**src/rtl/wrap_alarm_pkg.sv**
```systemverilog
// Shared types, default timing constants and pitch helper for the wrap alarm player.
package wrap_alarm_pkg;

    typedef enum logic [1:0] {
        IDLE,
        BEEP,
        GAP
    } state_t;

    localparam int unsigned BEEP_CYC_DEF  = 20_000_000;
    localparam int unsigned GAP_CYC_DEF   = 10_000_000;
    localparam int unsigned BASE_HALF_DEF = 50_000;
    localparam int unsigned STEP_HALF_DEF = 4_000;

    // Higher object index -> shorter half-period -> higher pitch.
    function automatic int unsigned half_period(input int unsigned idx,
                                                input int unsigned base,
                                                input int unsigned step);
        return base - idx * step;
    endfunction

endpackage

```
**src/rtl/wrap_alarm_fifo.sv**
```systemverilog
// Synchronous index FIFO between the wrap priority encoder and the tone player.
module wrap_alarm_fifo #(
    parameter int unsigned WIDTH = 4,
    parameter int unsigned DEPTH = 8
) (
    input  logic             clk,
    input  logic             rstn,
    input  logic             flush,
    input  logic             push,
    input  logic             pop,
    input  logic [WIDTH-1:0] din,
    output logic [WIDTH-1:0] dout,
    output logic             full,
    output logic             empty
);
    localparam int unsigned AW = $clog2(DEPTH);

    logic [WIDTH-1:0] mem [DEPTH];
    logic [AW-1:0]    wr_ptr;
    logic [AW-1:0]    rd_ptr;
    logic [AW:0]      count;
    logic             do_push;
    logic             do_pop;

    assign full    = (count == (AW+1)'(DEPTH));
    assign empty   = (count == '0);
    assign do_push = push && !full;
    assign do_pop  = pop && !empty;
    assign dout    = mem[rd_ptr];

    always_ff @(posedge clk) begin
        if (do_push) mem[wr_ptr] <= din;
    end

    // Pointers wrap naturally because DEPTH is a power of two.
    always_ff @(posedge clk) begin
        if (!rstn || flush) begin
            wr_ptr <= '0;
            rd_ptr <= '0;
            count  <= '0;
        end else begin
            if (do_push) wr_ptr <= wr_ptr + 1'b1;
            if (do_pop)  rd_ptr <= rd_ptr + 1'b1;
            case ({do_push, do_pop})
                2'b10:   count <= count + 1'b1;
                2'b01:   count <= count - 1'b1;
                default: count <= count;
            endcase
        end
    end

endmodule

```
**src/rtl/wrap_alarm_sequencer.sv**
```systemverilog
// Ordered alarm player: queues counter-wrap pulses and plays one pitched burst per event.
// Optional WRAP_ALARM_DOUBLE_EN plays every event as two bursts with the same pitch.
module wrap_alarm_sequencer
    import wrap_alarm_pkg::*;
#(
    parameter int unsigned N_OBJ      = 10,
    parameter int unsigned IDX_W      = 4,
    parameter int unsigned FIFO_DEPTH = 8,
    parameter int unsigned BEEP_CYC   = BEEP_CYC_DEF,
    parameter int unsigned GAP_CYC    = GAP_CYC_DEF,
    parameter int unsigned BASE_HALF  = BASE_HALF_DEF,
    parameter int unsigned STEP_HALF  = STEP_HALF_DEF
) (
    input  logic             clk,
    input  logic             rstn,
    input  logic             enable,
    input  logic             mute,
    input  logic [N_OBJ-1:0] wrap_evt,
    output logic             buzzer,
    output logic             busy,
    output logic [IDX_W-1:0] cur_idx,
    output logic             coalesced
);
    localparam int unsigned HALF_W  = IDX_W + 17;
    localparam logic [31:0] BEEP_LD = 32'(BEEP_CYC - 1);
    localparam logic [31:0] GAP_LD  = 32'(GAP_CYC - 1);

    logic [N_OBJ-1:0]  pending;
    logic [N_OBJ-1:0]  push_mask;
    logic [IDX_W-1:0]  push_idx;
    logic              found;
    logic              push;
    logic              pop;
    logic              fifo_full;
    logic              fifo_empty;
    logic [IDX_W-1:0]  fifo_dout;

    state_t            state, state_n;
    logic              tone, tone_n;
    logic [IDX_W-1:0]  cur_idx_n;
    logic [HALF_W-1:0] half_r, half_n;
    logic [HALF_W-1:0] tone_cnt, tone_cnt_n;
    logic [31:0]       beep_cnt, beep_n;
    logic [31:0]       gap_cnt, gap_n;
`ifdef WRAP_ALARM_DOUBLE_EN
    logic              rep, rep_n;
`endif

    assign buzzer = tone & ~mute;
    assign busy   = (state != IDLE);

    // Lowest pending index wins the single push slot each cycle.
    always_comb begin
        push_idx  = '0;
        push_mask = '0;
        found     = 1'b0;
        for (int i = 0; i < int'(N_OBJ); i++) begin
            if (pending[i] && !found) begin
                found        = 1'b1;
                push_idx     = IDX_W'(i);
                push_mask[i] = 1'b1;
            end
        end
        push = enable && found && !fifo_full;
        if (!push) push_mask = '0;
    end

    // A pulse landing on the bit being pushed this cycle re-arms it without counting as a merge.
    always_ff @(posedge clk) begin
        if (!rstn) begin
            pending   <= '0;
            coalesced <= 1'b0;
        end else if (!enable) begin
            pending <= '0;
        end else begin
            pending <= (pending & ~push_mask) | wrap_evt;
            if (|(wrap_evt & pending & ~push_mask)) coalesced <= 1'b1;
        end
    end

    wrap_alarm_fifo #(
        .WIDTH (IDX_W),
        .DEPTH (FIFO_DEPTH)
    ) u_fifo (
        .clk   (clk),
        .rstn  (rstn),
        .flush (!enable),
        .push  (push),
        .pop   (pop),
        .din   (push_idx),
        .dout  (fifo_dout),
        .full  (fifo_full),
        .empty (fifo_empty)
    );

    always_ff @(posedge clk) begin
        if (!rstn) begin
            state    <= IDLE;
            tone     <= 1'b0;
            cur_idx  <= '0;
            half_r   <= '0;
            tone_cnt <= '0;
            beep_cnt <= '0;
            gap_cnt  <= '0;
`ifdef WRAP_ALARM_DOUBLE_EN
            rep      <= 1'b0;
`endif
        end else begin
            state    <= state_n;
            tone     <= tone_n;
            cur_idx  <= cur_idx_n;
            half_r   <= half_n;
            tone_cnt <= tone_cnt_n;
            beep_cnt <= beep_n;
            gap_cnt  <= gap_n;
`ifdef WRAP_ALARM_DOUBLE_EN
            rep      <= rep_n;
`endif
        end
    end

    always_comb begin
        state_n    = state;
        tone_n     = tone;
        cur_idx_n  = cur_idx;
        half_n     = half_r;
        tone_cnt_n = tone_cnt;
        beep_n     = beep_cnt;
        gap_n      = gap_cnt;
        pop        = 1'b0;
`ifdef WRAP_ALARM_DOUBLE_EN
        rep_n      = rep;
`endif
        if (!enable) begin
            state_n = IDLE;
            tone_n  = 1'b0;
`ifdef WRAP_ALARM_DOUBLE_EN
            rep_n   = 1'b0;
`endif
        end else begin
            case (state)
                IDLE: begin
                    if (!fifo_empty) begin
                        pop        = 1'b1;
                        cur_idx_n  = fifo_dout;
                        half_n     = HALF_W'(half_period(32'(fifo_dout), BASE_HALF, STEP_HALF));
                        tone_cnt_n = half_n - 1'b1;
                        beep_n     = BEEP_LD;
                        tone_n     = 1'b1;
                        state_n    = BEEP;
`ifdef WRAP_ALARM_DOUBLE_EN
                        rep_n      = 1'b0;
`endif
                    end
                end
                BEEP: begin
                    if (tone_cnt == '0) begin
                        tone_n     = ~tone;
                        tone_cnt_n = half_r - 1'b1;
                    end else begin
                        tone_cnt_n = tone_cnt - 1'b1;
                    end
                    beep_n = beep_cnt - 1'b1;
                    if (beep_cnt == '0) begin
                        tone_n  = 1'b0;
                        beep_n  = beep_cnt;
                        gap_n   = GAP_LD;
                        state_n = GAP;
                    end
                end
                GAP: begin
                    if (gap_cnt == '0) begin
`ifdef WRAP_ALARM_DOUBLE_EN
                        // First pass restarts the burst at the same pitch; second pass retires the event.
                        if (!rep) begin
                            rep_n      = 1'b1;
                            beep_n     = BEEP_LD;
                            tone_cnt_n = half_r - 1'b1;
                            tone_n     = 1'b1;
                            state_n    = BEEP;
                        end else begin
                            rep_n   = 1'b0;
                            state_n = IDLE;
                        end
`else
                        state_n = IDLE;
`endif
                    end else begin
                        gap_n = gap_cnt - 1'b1;
                    end
                end
                default: begin
                    state_n = IDLE;
                    tone_n  = 1'b0;
                end
            endcase
        end
    end

endmodule

```
**config.mk**
```make
export PLATFORM = sky130hd
export DESIGN_NAME = wrap_alarm_sequencer
export DESIGN_NICKNAME = d
export VERILOG_FILES = /design/src/rtl/wrap_alarm_pkg.sv /design/src/rtl/wrap_alarm_fifo.sv /design/src/rtl/wrap_alarm_sequencer.sv
export SDC_FILE = /design/constraint.sdc
export NUM_CORES = 1
export LEC_CHECK = 0
export ABC_AREA = 1
export ABC_CLOCK_PERIOD_IN_PS = 10150
export CAP_MARGIN = 10
export CORE_UTILIZATION = 50
export DETAILED_ROUTE_END_ITERATION = 16
export PLACE_DENSITY = 0.67
export RECOVER_POWER = 100
export SYNTH_ARGS = -nofsm -noshare
export SYNTH_HDL_FRONTEND = slang
export SYNTH_SLANG_ARGS = --single-unit
```
**constraint.sdc**
```tcl
create_clock -name clk -period 10.15 [get_ports clk]
set_input_delay 2.5375 -clock clk [delete_from_list [all_inputs] [get_ports clk]]
set_output_delay 2.5375 -clock clk [all_outputs]
set_load 0.02 [all_outputs]
```
==> out/metrics.cfg <==
[yosys]
ys_ff_latch=160
synth.net_count=1422
ys_warn_count=0
syn-instance-count=1377
synth_top_flop_cell=sky130_fd_sc_hd__dfxtp_1
async_flop_share=0
synth_sequential_area_ratio=0.3697
post_synth_instance_area_um2=9530
post_synth.cell_area_avg_um2=6.921
synth-edff-count=32
yosysUniqueCellTypes=51

[sta]
slew-limit-headroom=-0.8611
timing_max_transition_violations_final=90
final.period_utilization=0.6635
setup-violations-final=0
grt_setup_unrepaired=false
final.setup.tns_ns=0
final_clock_skew_ns=0.01275
layout_setup_ws_ns=3.415
clock.fmax_ghz=0.1485
final-hold-violation-count=0
fin_crit_ns=6.735
max_slew.worst_pin.slew_ns=2.792

[clock_tree]
cts-hold-fix-buffers=0
clock_latency_on_the_worst_skew_pair_ns=0.44
cts_setup_buffers=0
post_cts_resize_count=0
cts_tree=done
cts_made_buffers=17
clk_transition_reported_paths_ns=0.07
clock_tree.root_cell=sky130_fd_sc_hd__clkbuf_16
cts_max_level=4
clkSinkCount=160
cts.path.max_buffers=2

[hold_path]
min_path_type=flip-flop to flip-flop
min_from=coalesced
timing.hold.worst_path_depth=2
worstHoldEndpoint=coalesced

[detailed_routing]
routed_antenna_nets=0
detail_route.drc_violations=0
wl_per_cell_um=13.64
drt-vias-per-instance=5.339
vias=8692
wl_um=22210
drt-met1-wl_um=10940
drtPass1Iterations=5
first_iter_violations=524
topRoutingLayerUsed=met4
route.met2.wl_um=10140
dr_wl_met3_um=788

[place]
finalWeightedCongestion=0.9004
dpl_cell_area_um2=9843
placedCellCount=1596
pre_cts_ws_ns=3.954
placement.io_buffers=20
dp_hpwl_um=16410

[pwr]
ir_worst_vdd_mv=0.1481
power.share.switching=0.4789
seqPwrFrac=0.254
power.net_switching_mw=1.522
power.internal_mw=1.655
combPwrFrac=0.541
clock_power_share=0.205
power.leakage_nw=4.592
pwr_density_cell_nw_per_um2=305.8

[worst_setup_path]
worstPathMaxFanout=58
critical_path_required_ns=10.46
critPathLaunchType=primary input
setup.worst_path.start=rstn
worst-r2r-setup-slack_ns=5.00
timing.rr.end=tone_cnt[17]
worstRegToRegCells=20
worstSetupEndpointType=flip-flop
critical_path_data_arrival_time_ns=7.04
crit_type=primary input to flip-flop

[floorplanning]
core_area_um2=18710
top_level_ports=21
die_w_um=140.1
die_area_um2=19620
die_h_um=140.1
initial_core_util=0.5095
floorplan_row_count=50

[grt]
groute.usage.overall=0.2369
grt_start_max_net_pins=59
grt_overflow=0
grt_first_pass_wirelength_um=37770
grt_pass1_vias=7876
antenna_violations_before_repair=0

[finish]
n_antenna_cell=0
design.final.nets=1426
drive_above_1_share=0.05667
layout.cells.most_common=sky130_fd_sc_hd__nand2_1
area_delta_synth_final_pct=9.020
most-common-layout-cells=sky130_fd_sc_hd__nand2_1, sky130_fd_sc_hd__nor2_1, sky130_fd_sc_hd__inv_1
stdcell_count=1628
final_area_um2=10390

[status]
status=complete, but fails checks
violated_checks=capacitance limit, slew limit

[run]
timing.max_cap.violations=2

## state kept, by name, summed over array words and instances (netlist names), named ones only
name / cells
beep_cnt: 32
half_r: 12
u_fifo.wr_ptr: 3
tone_cnt: 21
gap_cnt: 32
state: 2
u_fifo.mem: 32
u_fifo.rd_ptr: 3
u_fifo.count: 4
pending: 10
tone: 1
coalesced: 1
cur_idx: 4
## stage by stage
step                hold WS, ns  utilization  power (mW)
global route             0.4853       0.5555       3.476
detailed placement       0.4401       0.5262       2.525
global placement         0.4365       0.5262       2.509
CTS                      0.4557       0.5581       3.186
floorplan                0.4315            -       2.180
finish                   0.4528       0.5555       3.177
## cell families (layout without fill, tap and decap cells)
group,after synthesis,count (layout),synth area share
AND/OR/NAND/NOR,727,727,0.3360
AO/OA/AOI/OAI,228,228,0.1309
buffers and inverters,195,212,0.08337
adder cells (fa/ha/maj),31,31,0.04700
XOR/XNOR,36,36,0.03308
flip-flops,160,160,0.3697
## final cells by class
class / instances / area (um2)
Fill cell: 1785 / 8315
Multi-Input combinational cell: 1022 / 5175
Sequential cell: 160 / 3523
Inverter: 157 / 591.8
Clock buffer: 17 / 425.4
Tap cell: 234 / 292.8
Timing Repair Buffer: 23 / 211.5
Clock inverter: 15 / 170.2
## critical path: stages
cell	delay (ns)
sky130_fd_sc_hd__dlygate4sd3_1	0.53
sky130_fd_sc_hd__clkbuf_1	0.50
sky130_fd_sc_hd__clkinv_1	0.13
sky130_fd_sc_hd__clkbuf_1	1.98
sky130_fd_sc_hd__nor2_1	0.73
sky130_fd_sc_hd__clkinv_1	0.49
sky130_fd_sc_hd__o21ai_0	0.12
## power groups by stage
stage	registers, mW	clock network (mW)	logic [mW]
2_1_floorplan	0.798	0	1.38
3_3_place_gp	0.817	0	1.69
3_5_place_dp	0.817	0	1.71
4_1_cts	0.805	0.663	1.72
5_1_grt	0.817	0.691	1.97
6_report	0.806	0.653	1.72
## Yosys cell counts (5+ instances only)
master,number,area share
sky130_fd_sc_hd__buf_4,6,0.0047
sky130_fd_sc_hd__ha_1,23,0.030
sky130_fd_sc_hd__inv_1,139,0.055
sky130_fd_sc_hd__nor4_1,7,0.0046
sky130_fd_sc_hd__nand3b_1,6,0.0047
sky130_fd_sc_hd__o21a_1,6,0.0047
sky130_fd_sc_hd__nor2_4,5,0.0059
sky130_fd_sc_hd__o21ai_0,64,0.034
sky130_fd_sc_hd__o21ai_1,15,0.0079
sky130_fd_sc_hd__buf_2,6,0.0032
sky130_fd_sc_hd__nor2_1,220,0.087
sky130_fd_sc_hd__a21oi_1,94,0.049
sky130_fd_sc_hd__a31oi_1,20,0.013
sky130_fd_sc_hd__xor2_1,19,0.017
sky130_fd_sc_hd__dfxtp_1,128,0.27
sky130_fd_sc_hd__nor2_2,15,0.0098
sky130_fd_sc_hd__xnor2_1,17,0.016
sky130_fd_sc_hd__edfxtp_1,32,0.10
sky130_fd_sc_hd__nand2_2,9,0.0059
sky130_fd_sc_hd__fa_1,8,0.017
sky130_fd_sc_hd__nor3_1,23,0.012
sky130_fd_sc_hd__nand4_1,33,0.022
sky130_fd_sc_hd__nand2_1,298,0.12
sky130_fd_sc_hd__o22ai_1,11,0.0072
sky130_fd_sc_hd__o21bai_1,7,0.0055
sky130_fd_sc_hd__nand3_1,89,0.047
sky130_fd_sc_hd__clkbuf_1,20,0.0079
sky130_fd_sc_hd__inv_2,16,0.0063
## how the worst max path moves through the flow
| stage | end | cells past startpoint | slack (ns) |
|---|---|---|---|
| 2_1_floorplan | buzzer | 1 | 4.78 |
| 3_3_place_gp | buzzer | 3 | 3.98 |
| 3_5_place_dp | buzzer | 3 | 3.95 |
| 4_1_cts | buzzer | 3 | 3.95 |
| 5_1_grt | half_r[14] | 7 | 3.05 |
| 6_report | half_r[8] | 7 | 3.42 |
## routing by layer
metal | vias to the layer above | track usage
met5 | - | 0
met4 | 0 | 0.07924
met3 | 26 | 0.03145
met2 | 160 | 0.3829
met1 | 3965 | 0.3261
li1 | 4541 | -
(Power assumes the default switching activity.)
